**src/rtl/demux_n_stream.sv**
```systemverilog
// rtl/demux_n_stream.sv - registered 1-to-NUM_CH stream demultiplexer with valid/ready handshake
//
// Routes one input word per cycle into one of NUM_CH single-entry output slots.
// The target is sel_i (SEL_MODE=0) or an internal round-robin pointer (SEL_MODE=1).
// Empty slots drive zero on their data slice.
//
// Optional feature macro: DEMUX_BROADCAST_EN (adds bcast_i; a broadcast word loads every slot).
//
// Ports:
//   clk_i    clock, rising edge
//   rst_i    asynchronous active-high reset
//   data_i   input word
//   valid_i  input word valid
//   ready_o  input accepted when valid_i && ready_o
//   sel_i    target channel (SEL_MODE=0 only)
//   data_o   slot k at bits [k*DATA_WIDTH +: DATA_WIDTH]
//   valid_o  slot k holds a word
//   ready_i  consumer k takes slot k when valid_o[k] && ready_i[k]
//   ptr_o    round-robin pointer (0 when SEL_MODE=0)
//   drop_o   1-cycle pulse: a word was accepted for a non-existent channel
//   bcast_i  broadcast request (DEMUX_BROADCAST_EN only)
module demux_n_stream #(
  parameter int DATA_WIDTH = 8,
  parameter int NUM_CH     = 4,
  parameter int SEL_MODE   = 0,
  localparam int SEL_WIDTH = $clog2(NUM_CH)
) (
  input  logic                         clk_i,
  input  logic                         rst_i,
  input  logic [DATA_WIDTH-1:0]        data_i,
  input  logic                         valid_i,
  output logic                         ready_o,
  input  logic [SEL_WIDTH-1:0]         sel_i,
  output logic [NUM_CH*DATA_WIDTH-1:0] data_o,
  output logic [NUM_CH-1:0]            valid_o,
  input  logic [NUM_CH-1:0]            ready_i,
`ifdef DEMUX_BROADCAST_EN
  input  logic                         bcast_i,
`endif
  output logic [SEL_WIDTH-1:0]         ptr_o,
  output logic                         drop_o
);

  logic [SEL_WIDTH-1:0] ptr_q;
  logic [SEL_WIDTH-1:0] tgt;
  logic [NUM_CH-1:0]    free;
  logic [NUM_CH-1:0]    load;
  logic                 bcast;
  logic                 tgt_ok;
  logic                 tgt_free;
  logic                 accept;
  logic                 drop_d;

`ifdef DEMUX_BROADCAST_EN
  assign bcast = bcast_i;
`else
  assign bcast = 1'b0;
`endif

  // A slot can take a new word if it is empty or is being drained this cycle.
  assign free = ~valid_o | ready_i;
  assign tgt  = (SEL_MODE != 0) ? ptr_q : sel_i;

  always_comb begin
    tgt_ok   = 1'b0;
    tgt_free = 1'b1;
    load     = '0;
    // Decode the target by comparison so out-of-range codes (non power-of-2
    // NUM_CH) never index past the slot vector; they fall through as "free".
    for (int k = 0; k < NUM_CH; k++) begin
      if (tgt == SEL_WIDTH'(k)) begin
        tgt_ok   = 1'b1;
        tgt_free = free[k];
      end
    end
    // Broadcast ready is gated by bcast_i only, not valid_i, so ready_o never
    // depends combinationally on valid_i; it is identical whenever valid_i is high.
    ready_o = bcast ? (&free) : tgt_free;
    accept  = valid_i && ready_o;
    if (accept) begin
      for (int k = 0; k < NUM_CH; k++) begin
        load[k] = bcast || (tgt == SEL_WIDTH'(k));
      end
    end
    drop_d = accept && !bcast && !tgt_ok;
  end

  always_ff @(posedge clk_i or posedge rst_i) begin
    if (rst_i) begin
      valid_o <= '0;
      data_o  <= '0;
      drop_o  <= 1'b0;
    end else begin
      drop_o <= drop_d;
      for (int k = 0; k < NUM_CH; k++) begin
        if (load[k]) begin
          // Load wins over a simultaneous drain: full rate with no bubble.
          valid_o[k]                           <= 1'b1;
          data_o[k*DATA_WIDTH +: DATA_WIDTH]   <= data_i;
        end else if (valid_o[k] && ready_i[k]) begin
          valid_o[k]                           <= 1'b0;
          data_o[k*DATA_WIDTH +: DATA_WIDTH]   <= '0;
        end
      end
    end
  end

  generate
    if (SEL_MODE != 0) begin : g_rr
      always_ff @(posedge clk_i or posedge rst_i) begin
        if (rst_i) begin
          ptr_q <= '0;
        end else if (accept && !bcast) begin
          ptr_q <= (ptr_q == SEL_WIDTH'(NUM_CH - 1)) ? '0 : ptr_q + SEL_WIDTH'(1);
        end
      end
    end else begin : g_explicit
      assign ptr_q = '0;
    end
  endgenerate

  assign ptr_o = ptr_q;

endmodule

```
**config.mk**
```make
export PLATFORM = sky130hd
export DESIGN_NAME = demux_n_stream
export DESIGN_NICKNAME = d
export VERILOG_FILES = /design/src/rtl/demux_n_stream.sv
export SDC_FILE = /design/constraint.sdc
export NUM_CORES = 1
export LEC_CHECK = 0
export ABC_AREA = 1
export CAP_MARGIN = 20
export CELL_PAD_IN_SITES_DETAIL_PLACEMENT = 1
export CELL_PAD_IN_SITES_GLOBAL_PLACEMENT = 1
export CORE_UTILIZATION = 33
export CTS_CLUSTER_SIZE = 10
export DETAILED_ROUTE_END_ITERATION = 12
export PLACE_DENSITY_LB_ADDON = 0.1
export SLEW_MARGIN = 25
export SYNTH_ARGS = -nofsm -noshare
export SYNTH_HDL_FRONTEND = slang
export SYNTH_SLANG_ARGS = --single-unit
```
**constraint.sdc**
```tcl
create_clock -name clk_i -period 1.57 [get_ports clk_i]
set_input_delay 0.157 -clock clk_i [delete_from_list [all_inputs] [get_ports clk_i]]
set_output_delay 0.157 -clock clk_i [all_outputs]
set_load 0.01 [all_outputs]
```
Word-level counts from Yosys, hierarchy flattened
Cells that the tools add are included. Widths: inputs -> output; s select.

Bits in registers: 37. Input port bits: 17. Output and inout bits: 40. Word-level logic and storage cells: 51.

Eq/ne operators: 3. Multiplexer cells: 25. Bitwise operators: 2. Reductions and logical operators: 12.

Operators by type and width (number): $mux 8 (8); $mux 1 (16); $reduce_bool 2->1 (4); $logic_and 1x1->1 (6); $eq 2x2->1 const B (2); $mux 4 (1); $not 4->4 (1); $or 4x4->4 (1); $eq 2x1->1 const B (1); $logic_not 2->1 (1); $logic_not 1->1 (1).

Depth between registers and ports, before layout
Depth after elaboration: 9. Mapped depth: 8.

Worst setup path before layout
OpenSTA, ideal clock, no wires.

Path type: flip-flop to flip-flop. From: register valid_o[1]. To: register data_o[0]. Setup time: 66 ps. Arrival time: 1189 ps. Path slack: 314 ps. Stages on the path, launching flop included: 9. Period minus slack after synthesis: 1256 ps. Cells stage by stage: dfrtp_1 -> inv_1 -> nor2_1 -> nand2_1 -> nand2_2 -> nor3_4 -> buf_6 -> nand4_1 -> nand2_1.

Word-level cells in the longest chain between the ends: 8.

RTL lines: from (decl) (RTL line 35) `output logic [NUM_CH-1:0] valid_o,`; from (signal assigned) (RTL line 90) `valid_o <= '0;`; from (signal, indexed assignment) (RTL line 98) `valid_o[k] <= 1'b1;`; from (signal, indexed assignment) (RTL line 101) `valid_o[k] <= 1'b0;`; $not 4->4 (*) (RTL line 61) `assign free = ~valid_o | ready_i;`; $or 4x4->4 (*) (RTL line 61); $mux 1 (*) (3 in a row) (RTL line 71) `if (tgt == SEL_WIDTH'(k)) begin`; net ready_o (RTL line 32) `output logic ready_o,`; $logic_and 1x1->1 (*) (RTL line 79) `accept = valid_i && ready_o;`; $mux 4 (*) (RTL line 80) `if (accept) begin`; $mux 8 / $reduce_bool 2->1 (equally long branches); to (signal, indexed assignment) (RTL line 99) `data_o[k*DATA_WIDTH +: DATA_WIDTH] <= data_i;`; to (decl) (RTL line 34) `output logic [NUM_CH*DATA_WIDTH-1:0] data_o,`.

The timed path passes the listed nets; every way through them passes the cells marked *. A chain may end at the register's enable or synchronous reset.

Worst setup path after layout
From: register valid_o[1]. To: register data_o[22].

Word-level cells in the longest chain between the ends: 8.

RTL lines (RTL line): $not 4->4 (*) (61); $or 4x4->4 (*) (61); $mux 1 (*) (3 in a row) (71); $logic_and 1x1->1 (*) (79); $mux 4 (*) (80); $mux 8 / $reduce_bool 2->1 (equally long branches).

Mark *: on every way between the ends. The rest lies on a longest branch, timed or not.

==> flow_summary.json <==
{
  "wl_per_cell_um": 16.5,
  "numPortBuffers": 54,
  "fin_skew_ps": 9.12,
  "dr.first_iter.drc_count": 105,
  "rsz0062_at_grt": "yes",
  "drt_drc_violations_left": 0,
  "synth_top_cell_area_share_pct": 56.4,
  "critPathLaunchType": "flop",
  "worstPathArrival_ps": 1740,
  "finalWirelength_um": 5350,
  "cts_made_buffers": 5,
  "r2r_cells": 10,
  "syn_inst": 177,
  "cts_tree": "yes",
  "ctsHtreeMaxLevel": 2,
  "synth_area_leaders": "dfrtp_1 (56%), nand3_1 (9.8%), nand4_1 (9.5%), nand2_1 (8.2%), inv_1 (3.2%)",
  "yosysUniqueCellTypes": 19,
  "fin_cells": 324,
  "cts_max_path_buffers": 2,
  "crit_required_ps": 1740,
  "fp-row-count": 25,
  "dr.pass1.iters": 4,
  "fin_ws_ps": 0.977,
  "synth_top_area_cell": "dfrtp_1",
  "setup_viol": 0,
  "fillers": 570,
  "crit_path_end_kind": "flop",
  "die_area_sq_um": 5260,
  "synth_edf_count": 0,
  "grt_pass1_wl_um": 8020,
  "p_leak_nw": 1.22,
  "fin_nets": 273,
  "synth.avg_cell_area_sq_um": 9.27,
  "ant_nets": 0,
  "post-place-ws_ps": -328,
  "vias_per_cell": 5.09,
  "synth_commonest_cells": "dfrtp_1 (37), nand2_1 (36), nand3_1 (32)",
  "die_h_um": 72.5,
  "hold_viol": 0,
  "placeableCoreArea_sq_um": 4750,
  "slew_violations": 0,
  "dp_hpwl_um": 3700,
  "cts.sinks": 37,
  "ios": 57,
  "ff2ff_setup_slack_ps": 1,
  "die_w_um": 72.5,
  "drive_gt1_share_pct": 21.0,
  "vias": 1648,
  "crit_fanout": 5,
  "outcome": "finished clean",
  "p_per_area_nw_per_um2": 975,
  "syn_to_final_growth_pct": 59.7,
  "min_period_ps": 1570,
  "ys_seq_elements": 37,
  "synth_async_sr_flop_share_pct": 100,
  "synth_seq_area_share_pct": 56.4,
  "cap_violations": 0,
  "grt_overflow_total": 0,
  "max_freq_ghz": 0.637,
  "r2r_start": "valid_o[1]",
  "synth_most_common_cell": "dfrtp_1",
  "power.ir.vdd_worst_mv": 0.541,
  "diodes": 0,
  "grt_pass1_vias": 1609,
  "reg2reg_to": "data_o[22]",
  "crit_type": "reg2reg",
  "ys.flop_type": "dfrtp_1",
  "cts-root-buf": "clkbuf_8",
  "fin_util_pct": 55.1,
  "netlist_area_sq_um": 1640,
  "antenna_found_initial": 0,
  "hold_class": "in2async",
  "grt_max_degree": 38,
  "grt_util_all_layers_pct": 20.3,
  "initial_core_util_pct": 34.5,
  "place_inst": 304,
  "setup_tns_ps": 0,
  "cts.clk_slew.worst_paths_ps": 70,
  "insertion_delay_ps": 280,
  "fin_crit_sh_pct": 99.9,
  "ys.warnings.count": 0,
  "gp_congestion": 0.757
}
## how the worst max path moves through the flow
stage               start    endpoint  cells past startpoint
4_1_cts        valid_o[1]   data_o[8]                      9
3_5_place_dp     sel_i[0]     ready_o                      6
3_3_place_gp     sel_i[0]     ready_o                      6
5_1_grt        valid_o[1]  data_o[23]                     10
2_1_floorplan  valid_o[1]   data_o[0]                      8
6_report       valid_o[1]  data_o[22]                     10
## placed cells by master, fill, tap and decap left out, drive strengths merged
cell / netlist / routed
nor2: 7 / 7
clkinvlp: 0 / 1
nand2: 37 / 37
nand4: 28 / 30
conb: 1 / 3
buf: 6 / 22
clkinv: 1 / 1
clkdlybuf4s50: 0 / 51
o21ai: 10 / 10
inv: 15 / 14
clkbuf: 2 / 9
dfrtp: 37 / 37
nor3: 1 / 1
dlygate4sd2: 0 / 2
nand3: 32 / 32
## critical path: stages, from the launching register on
cell and delay (ps):
dfrtp_1 410, inv_2 80, nor2_2 40, nand2_1 70, nand2_2 80, buf_6 130
nor2_4 190, nand4_4 170, buf_6 170, nand3_2 50, nand2_1 70
## kinds of logic after synthesis
| kind of cell | after synthesis | synth area share, % |
|---|---|---|
| buf+inv | 24 | 6.93 |
| simple gates | 105 | 33.4 |
| other cells | 1 | 0.228 |
| compound gates | 10 | 3.05 |
| flops | 37 | 56.4 |
## registers in the layout (all words and copies together) (netlist names)
register  count
data_o       32
drop_o        1
valid_o       4
## timing repair
action	CTS	global route
endpoints found under the setup margin	8	27
setup buffers	0	10
resized for setup	5	27
hold buffers	0	0
gates cloned	0	2
pin swaps	0	7
## layout make-up
cell class | count | area (sq um) | share of cell area (%)
Tap cell | 67 | 83.8 | 3.20
Inverter | 16 | 63.8 | 2.43
Sequential cell | 37 | 926 | 35.3
Multi-Input combinational cell | 120 | 738 | 28.2
Clock buffer | 8 | 80.1 | 3.05
Timing Repair Buffer | 76 | 729 | 27.8
## power by group
group          switching [mW]  internal, mW
registers              0.0856          1.09
clock network           0.314         0.315
logic                   0.352         0.396
## metal layers
metal / part of all wire, % / wire [um] / GRT usage (%) / vias to the layer above
li1: - / - / - / 777
met1: 43 / 2320 / 25.6 / 821
met2: 51 / 2740 / 34.8 / 44
met3: 4.2 / 226 / 4.17 / 6
met4: 1.2 / 65 / 6.32 / 0
met5: 0 / 0 / 0 / -
## metrics by stage
| stage | hold slack [ps] | cell area [sq um] | power, mW |
|---|---|---|---|
| floorplan | 253 | 1650 | 1.45 |
| global placement | 488 | 2320 | 1.85 |
| detailed placement | 490 | 2320 | 1.88 |
| CTS | 308 | 2400 | 2.52 |
| global route | 350 | 2620 | 2.70 |
| finish | 289 | 2620 | 2.56 |
No activity file was read; power rests on OpenSTA's default activity.
